<file path="src/rtl/lsu_controller.sv">
// Load/store sequencer: byte-addressed RV32I loads and stores
// mapped onto a word-addressed data memory with RMW for SB/SH.
module lsu_controller #(
    parameter int DEPTH = 256,
    parameter int IDX_W = 8
) (
    input  logic        clk_i,
    input  logic        rst_i,
    input  logic        req_valid_i,
    output logic        req_ready_o,
    input  logic        req_we_i,
    input  logic [2:0]  req_funct3_i,
    input  logic [31:0] req_addr_i,
    input  logic [31:0] req_wdata_i,
    output logic        resp_valid_o,
    input  logic        resp_ready_i,
    output logic [31:0] resp_rdata_o,
    output logic        resp_err_o,
    output logic        mem_we_o,
    output logic [31:0] mem_addr_o,
    output logic [31:0] mem_wdata_o,
    input  logic [31:0] mem_rdata_i
);

    typedef enum logic [2:0] {
        IDLE,
        LOAD,
        RMW_RD,
        WRITE,
        ERR,
        RESP
    } state_t;

    localparam logic [2:0] F3_B  = 3'b000;
    localparam logic [2:0] F3_H  = 3'b001;
    localparam logic [2:0] F3_W  = 3'b010;
    localparam logic [2:0] F3_BU = 3'b100;
    localparam logic [2:0] F3_HU = 3'b101;

    state_t state_q;
    state_t state_d;

    logic [2:0]       f3_q;
    logic [IDX_W+1:0] addr_q;
    logic [31:0]      wdata_q;
    logic [31:0]      merged_q;
    logic [31:0]      rdata_q;
    logic             err_q;

    logic [29:0] word_idx;
    logic        oor;
    logic        mis;
    logic        bad_f3;
    logic        req_err;

    logic [7:0]  lane_b;
    logic [15:0] lane_h;
    logic [31:0] lane_d;
    logic [31:0] merged_d;

    // Classify the incoming request: range, alignment, funct3 legality
    always_comb begin
        word_idx = req_addr_i[31:2];
        oor      = (word_idx >= 30'(DEPTH));
        mis      = 1'b0;
        bad_f3   = 1'b0;
        unique case (req_funct3_i)
            F3_B, F3_BU: mis = 1'b0;
            F3_H, F3_HU: mis = req_addr_i[0];
            F3_W:        mis = |req_addr_i[1:0];
            default:     bad_f3 = 1'b1;
        endcase
        if (req_we_i && req_funct3_i[2]) begin
            bad_f3 = 1'b1;
        end
        req_err = oor | mis | bad_f3;
    end

    // State register
    always_ff @(posedge clk_i) begin
        if (rst_i) begin
            state_q <= IDLE;
        end else begin
            state_q <= state_d;
        end
    end

    // Next-state logic
    always_comb begin
        state_d = state_q;
        unique case (state_q)
            IDLE: begin
                if (req_valid_i) begin
                    if (req_err) begin
                        state_d = ERR;
                    end else if (!req_we_i) begin
                        state_d = LOAD;
                    end else if (req_funct3_i == F3_W) begin
                        state_d = WRITE;
                    end else begin
                        state_d = RMW_RD;
                    end
                end
            end
            LOAD:    state_d = RESP;
            RMW_RD:  state_d = WRITE;
            WRITE:   state_d = RESP;
            ERR:     state_d = RESP;
            RESP: begin
                if (resp_ready_i) begin
                    state_d = IDLE;
                end
            end
            default: state_d = IDLE;
        endcase
    end

    // Lane extraction for loads and lane merge for sub-word stores
    always_comb begin
        lane_b = mem_rdata_i[{addr_q[1:0], 3'b000} +: 8];
        lane_h = mem_rdata_i[{addr_q[1], 4'b0000} +: 16];
        unique case (f3_q)
            F3_B:    lane_d = {{24{lane_b[7]}}, lane_b};
            F3_H:    lane_d = {{16{lane_h[15]}}, lane_h};
            F3_BU:   lane_d = {24'h0, lane_b};
            F3_HU:   lane_d = {16'h0, lane_h};
            default: lane_d = mem_rdata_i;
        endcase
        merged_d = mem_rdata_i;
        if (f3_q[0]) begin
            merged_d[{addr_q[1], 4'b0000} +: 16] = wdata_q[15:0];
        end else begin
            merged_d[{addr_q[1:0], 3'b000} +: 8] = wdata_q[7:0];
        end
    end

    // Request latch, merged store word and response registers
    always_ff @(posedge clk_i) begin
        if (rst_i) begin
            f3_q     <= '0;
            addr_q   <= '0;
            wdata_q  <= '0;
            merged_q <= '0;
            rdata_q  <= '0;
            err_q    <= 1'b0;
        end else begin
            case (state_q)
                IDLE: begin
                    if (req_valid_i) begin
                        f3_q    <= req_funct3_i;
                        addr_q  <= req_addr_i[IDX_W+1:0];
                        wdata_q <= req_wdata_i;
                    end
                end
                LOAD: begin
                    rdata_q <= lane_d;
                    err_q   <= 1'b0;
                end
                RMW_RD: merged_q <= merged_d;
                WRITE: begin
                    rdata_q <= '0;
                    err_q   <= 1'b0;
                end
                ERR: begin
                    rdata_q <= '0;
                    err_q   <= 1'b1;
                end
                default: ;
            endcase
        end
    end

    // Outputs decoded from state and the latched request
    always_comb begin
        req_ready_o  = (state_q == IDLE);
        resp_valid_o = (state_q == RESP);
        mem_we_o     = (state_q == WRITE);
        mem_addr_o   = {{(32-IDX_W){1'b0}}, addr_q[IDX_W+1:2]};
        mem_wdata_o  = (f3_q == F3_W) ? wdata_q : merged_q;
        resp_rdata_o = rdata_q;
        resp_err_o   = err_q;
    end

endmodule

</file>
<file path="config.mk">
export PLATFORM = sky130hd
export DESIGN_NAME = lsu_controller
export DESIGN_NICKNAME = d
export VERILOG_FILES = /design/src/rtl/lsu_controller.sv
export SDC_FILE = /design/constraint.sdc
export NUM_CORES = 1
export LEC_CHECK = 0
export ABC_AREA = 1
export CAP_MARGIN = 20
export CORE_ASPECT_RATIO = 1.5
export CORE_MARGIN = 8
export CORE_UTILIZATION = 45
export DETAILED_ROUTE_END_ITERATION = 16
export PLACE_DENSITY_LB_ADDON = 0.12
export SLEW_MARGIN = 0
export SYNTH_ARGS = -nofsm -noshare
export SYNTH_HDL_FRONTEND = slang
export SYNTH_SLANG_ARGS = --single-unit
</file>
<file path="constraint.sdc">
create_clock -name clk_i -period 4.8 [get_ports clk_i]
set_input_delay 1.44 -clock clk_i [delete_from_list [all_inputs] [get_ports clk_i]]
set_output_delay 1.44 -clock clk_i [all_outputs]
set_load 0.05 [all_outputs]
</file>
==> results.sh, run 1 <==
export IMPL_antenna_cells=0
export IMPL_cts_root_buffer="clkbuf_16"
export IMPL_postCtsSetupRepairBufs=0
export IMPL_hold_ws_ns=0.4447
export IMPL_cts_buffers_inserted=17
export IMPL_synth_seq_area_share=0.3684
export IMPL_utilization=0.6325
export IMPL_fill_cells=1272
export IMPL_slew_headroom=0.3011
export IMPL_final_cell_area_um2=8477
export IMPL_cts_sinks=113
export IMPL_end_kind="output port"
export IMPL_synthToLayoutAreaGrowth_pct=38.04
export IMPL_yosysTopAreaCell="dfxtp_1"
export IMPL_grt_pass1_vias=6491
export IMPL_yosys_top_cells_area="dfxtp_1 (37%), a21oi_1 (12%), nand2_1 (11%), o21ai_0 (10%), inv_1 (4.7%)"
export IMPL_multiInputGateArea_um2=3124
export IMPL_cts_hold_buf=0
export IMPL_clock_latency_ns=0.42
export IMPL_synth_cell_types=32
export IMPL_ioPinCount=204
export IMPL_synth_area_um2=6141
export IMPL_htree_levels=4
export IMPL_firstDrtPassIters=5
export IMPL_core_um2=13400
export IMPL_start_util=0.4582
export IMPL_ant_nets=0
export IMPL_worstPathMaxFanout=35
export IMPL_grt_pass1_wl_um=34020
export IMPL_postRouteWirelength_um=21750
export IMPL_cp_cell_sequence="inv_2 > nand3_2 > o21ai_0 > clkdlybuf4s50_1"
export IMPL_start_kind="flip-flop"
export IMPL_hold_path_end="wdata_q[18]"
export IMPL_path_clk_slew_ns=0.05
export IMPL_drc=0
export IMPL_hp_class="flip-flop to flip-flop"
export IMPL_finalPower_w=0.005656
export IMPL_hold_start="wdata_q[18]"
export IMPL_max_freq_mhz=237.3
export IMPL_cap_violations=0
export IMPL_cts_repair_resized=0
export IMPL_avgSynthCellArea_um2=6.624
export IMPL_r2r_setup_slack_ns=2.15
export IMPL_hold_path_depth=2
export IMPL_nNetsFinal=1169
export IMPL_path_buf_inv=2
export IMPL_yosys_register_bits=113
export IMPL_period_share=0.8780
export IMPL_rr_endpoint="merged_q[2]"
export IMPL_gp_congestion=0.9199
export IMPL_synth_top_area_frac=0.3684
export IMPL_clockBufferDepth=2
export IMPL_crit_family="buffers and inverters"
export IMPL_finalCriticalPeriod_ns=4.214
export IMPL_worst_path_max_delay_cell="clkdlybuf4s50_1"
export IMPL_outcome="finished, final reports clean"
export IMPL_cp_depth=4
export IMPL_slowest_delay_ns=0.86
export IMPL_num_vias=6759
export IMPL_cts_tree="done"
export IMPL_grt_overflow_total=0
export IMPL_finalSetupViolCount=0
export IMPL_drv_slew=0
export IMPL_gr_usage_all_layers=0.2369
export IMPL_arrival_ns=2.77
export IMPL_cp_required_ns=3.36
export IMPL_worst_slew_pin_slew_ns=1.045
export IMPL_die_h_um=159.1
export IMPL_ir_drop_mv=0.3217
export IMPL_ys_warn_count=0
export IMPL_vias_per_cell=5.473
export IMPL_worstSetupPathType="flip-flop to output port"
export IMPL_die_area_um2=17720
export IMPL_antenna_found_initial=0
export IMPL_final_cell_mix="nand2_1 (181), clkdlybuf4s50_1 (164), a21oi_1 (147)"
export IMPL_io_buffer_count=179
export IMPL_reg2regPathDepth=8
export IMPL_hpwl_um=15890
export IMPL_wl_per_cell_um=17.61
export IMPL_syn_inst=927
export IMPL_place_area_um2=7756
export IMPL_fin_setup_tns_ns=0
export IMPL_final_common_cell="nand2_1"
export IMPL_pwr_density_cell_nw_per_um2=667.2
export IMPL_rsz0062_at_grt="false"
export IMPL_fin_skew_ns=0.009680
export IMPL_num_rows=52
export IMPL_seqCellArea_um2=2262
export IMPL_grt_max_degree=67
export IMPL_drive_gt1_frac=0.06710
export IMPL_r2r_start="addr_q[1]"
export IMPL_p_leak_nw=3.300
export IMPL_finalHoldViolCount=0
export IMPL_drtIter0Drc=503
export IMPL_die_x_um=111.4
[state kept, by name, summed over array words and instances (netlist names)]
signal        cells
merged_q         32
resp_rdata_o     32
wdata_q          32
addr_q           10
f3_q              3
state_q           3
resp_err_o        1
[how the worst max path moves through the flow]
| stage | startpoint | end | slack [ns] |
|---|---|---|---|
| floorplan | f3_q[0] | mem_wdata_o[0] | 1.29 |
| global placement | f3_q[0] | mem_wdata_o[21] | 1.11 |
| global route | f3_q[0] | mem_wdata_o[23] | 0.35 |
| finish | f3_q[0] | mem_wdata_o[15] | 0.59 |
| detailed placement | f3_q[0] | mem_wdata_o[18] | 1.03 |
| CTS | f3_q[0] | mem_wdata_o[18] | 0.55 |
[metrics by stage]
stage	instances	worst slack, ns
2_1_floorplan	950	1.295
3_3_place_gp	1203	1.109
3_5_place_dp	1203	1.025
4_1_cts	1235	0.5512
5_1_grt	1235	0.3458
6_report	1235	0.5857
[routing by layer]
| layer | wire (um) | up-vias | track usage |
|---|---|---|---|
| met3 | 1617 | 68 | 0.06674 |
| met2 | 10420 | 309 | 0.3822 |
| met5 | 0 | - | 0 |
| li1 | - | 3340 | - |
| met4 | 1238 | 0 | 0.1534 |
| met1 | 8480 | 3042 | 0.2672 |
[worst min-delay path, cell delays in order (launching register included)]
cell and delay, ns:
dfxtp_1 0.29, inv_1 0.05, a21oi_1 0.05
[power by group]
part	switching, W	internal, W
Sequential	0.000196	0.00122
Combinational	0.00191	0.000786
Clock	0.000450	0.00109
[cell usage after synthesis]
cell type  instances
a21boi_0           1
a21oi_1          147
a31oi_1           31
and2_1             2
buf_1              4
buf_2             19
buf_4             33
buf_6              1
clkbuf_1          41
conb_1             1
dfxtp_1          113
ha_1               5
inv_1             77
inv_2              8
inv_4              1
nand2_1          182
nand2_2            1
nand3_1           28
nand3_2            1
nand3b_1           2
nor2_1            35
nor2_2             1
nor3_1            10
nor4_1             1
o2111ai_1          1
o211ai_1           4
o211ai_2           1
o21ai_0          128
o21ai_1           27
o221ai_1           3
o22ai_1           17
or2_2              1
[cell families after synthesis]
family,synth area share
AOI/OAI and AO/OA,0.3089
buffers and inverters,0.1381
other,0.0006107
and+or+nand+nor,0.1738
adders and majority gates,0.01019
DFF,0.3684
[layout make-up]
class | count | area share
sequential | 113 | 0.2669
inverter | 86 | 0.03838
clock buffer | 23 | 0.05875
multi-input combinational | 653 | 0.3686
clock inverter | 9 | 0.02627
tap | 162 | 0.02391
timing repair buffer | 189 | 0.2173
Power figures use the tool's default switching activity.
==> run 2: changes to the inputs <==
CORE_MARGIN = 2   (was 8)
==> run 2 against run 1 <==
Global-route usage up 3.2 points. Hold slack about the same. Combinational power up 10%. Highest routed layer unchanged. Maximum frequency up 18%. Sequential power about the same.
==> results.sh, run 2 (synthesis results as in run 1) <==
export IMPL_ir_drop_mv=0.3179
export IMPL_fin_setup_tns_ns=0
export IMPL_cap_violations=0
export IMPL_hp_class="flip-flop to flip-flop"
export IMPL_preCtsSetupSlack_ns=1.693
export IMPL_core_um2=13400
export IMPL_cts_hold_buf=0
export IMPL_num_rows=52
export IMPL_io_buffer_count=179
export IMPL_num_vias=6791
export IMPL_grt_max_degree=83
export IMPL_postRouteWirelength_um=20180
export IMPL_worstSetupPathType="flip-flop to output port"
export IMPL_wl_per_cell_um=16.36
export IMPL_hold_path_depth=2
export IMPL_finalSetupViolCount=0
export IMPL_cp_required_ns=3.36
export IMPL_antenna_found_initial=0
export IMPL_dp_cells=1203
export IMPL_worstPathMaxFanout=56
export IMPL_arrival_ns=2.13
export IMPL_grt_pass1_vias=6174
export IMPL_gp_congestion=0.9192
export IMPL_die_x_um=99.38
export IMPL_period_share=0.7445
export IMPL_cts_sinks=113
export IMPL_end_kind="output port"
export IMPL_antenna_cells=0
export IMPL_grt_overflow_total=0
export IMPL_p_switching_w=0.002595
export IMPL_finalPower_w=0.005670
export IMPL_start_kind="flip-flop"
export IMPL_cts_buffers_inserted=17
export IMPL_cts_tree="done"
export IMPL_fill_cells=1214
export IMPL_start_util=0.4582
export IMPL_cts_repair_resized=0
export IMPL_slew_headroom=0.3453
export IMPL_die_h_um=147.1
export IMPL_worst_slew_pin_slew_ns=0.9821
export IMPL_pwr_density_cell_nw_per_um2=648.8
export IMPL_firstDrtPassIters=5
export IMPL_final_cell_area_um2=8740
export IMPL_power_frac_clock=0.230
export IMPL_swShare=0.4577
export IMPL_rsz0062_at_grt="false"
export IMPL_power_frac_comb=0.525
export IMPL_final_common_cell="nand2_1"
export IMPL_final_cell_mix="nand2_1 (181), a21oi_1 (147), clkdlybuf4s50_1 (147)"
export IMPL_finalCriticalPeriod_ns=3.574
export IMPL_finalHoldViolCount=0
export IMPL_nNetsFinal=1169
export IMPL_outcome="finished, final reports clean"
export IMPL_grt_pass1_wl_um=31430
export IMPL_layoutNonFillerInstCount=1234
export IMPL_drive_gt1_frac=0.08302
export IMPL_hpwl_um=14470
export IMPL_die_area_um2=14620
export IMPL_ant_nets=0
export IMPL_place_area_um2=8127
export IMPL_synthToLayoutAreaGrowth_pct=42.32
export IMPL_p_int_w=0.003075
export IMPL_seqPwrFrac=0.245
export IMPL_clockBufferDepth=2
export IMPL_vias_per_cell=5.503
export IMPL_reg2regPathDepth=8
export IMPL_drv_slew=0
export IMPL_clock_latency_ns=0.41
export IMPL_ioPinCount=204
export IMPL_max_freq_mhz=279.8
export IMPL_worst_slack_ns=1.226
export IMPL_htree_levels=4
export IMPL_postCtsSetupRepairBufs=0
export IMPL_drc=0
export IMPL_drtIter0Drc=528
export IMPL_gr_usage_all_layers=0.2685
export IMPL_cts_root_buffer="clkbuf_16"
export IMPL_p_leak_nw=3.381
export IMPL_fin_skew_ns=0.005253
export IMPL_path_clk_slew_ns=0.05
## run 2: worst paths after layout
path | start | endpoint | slack, ns
min | wdata_q[28] | wdata_q[28] | 0.44
min reg2reg | wdata_q[28] | wdata_q[28] | 0.44
max reg2reg | addr_q[1] | merged_q[6] | 2.12
max | f3_q[1] | mem_wdata_o[12] | 1.23
## run 2: routing by layer
| layer | share of wire | wire, um | global-route usage | vias up |
|---|---|---|---|---|
| met3 | 0.063 | 1273 | 0.05043 | 63 |
| li1 | - | - | - | 3350 |
| met4 | 0.049 | 988 | 0.1534 | 0 |
| met2 | 0.48 | 9784 | 0.4399 | 312 |
| met1 | 0.40 | 8137 | 0.3269 | 3066 |
| met5 | 0 | 0 | 0 | - |
## run 2: critical path: stages (launching register included)
cell	delay [ns]
dfxtp_1	0.30
buf_4	0.34
nand3_2	0.24
buf_12	0.25
o21ai_0	0.35
buf_12	0.19
## run 2: layout make-up
class,count,area (um2),area share
Clock buffer,21,480.5,0.05497
Clock inverter,10,132.6,0.01518
Inverter,86,325.3,0.03722
Multi-Input combinational cell,653,3124,0.3575
Sequential cell,113,2262,0.2588
Tap cell,162,202.7,0.02319
Timing Repair Buffer,189,2212,0.2531
## run 2: through the flow
stage               hold WS (ns)    util
finish                    0.4445  0.6521
global route              0.4724  0.6521
CTS                       0.4472  0.6521
detailed placement        0.4395  0.6063
global placement          0.4371  0.6063
floorplan                 0.4246       -
## run 2: power by group through the flow
| stage | registers (W) | logic, W | clock network [W] |
|---|---|---|---|
| floorplan | 0.00160 | 0.00173 | 0 |
| global placement | 0.00140 | 0.00294 | 0 |
| finish | 0.00139 | 0.00298 | 0.00130 |
| global route | 0.00141 | 0.00319 | 0.00135 |
| detailed placement | 0.00140 | 0.00295 | 0 |
| CTS | 0.00139 | 0.00296 | 0.00131 |
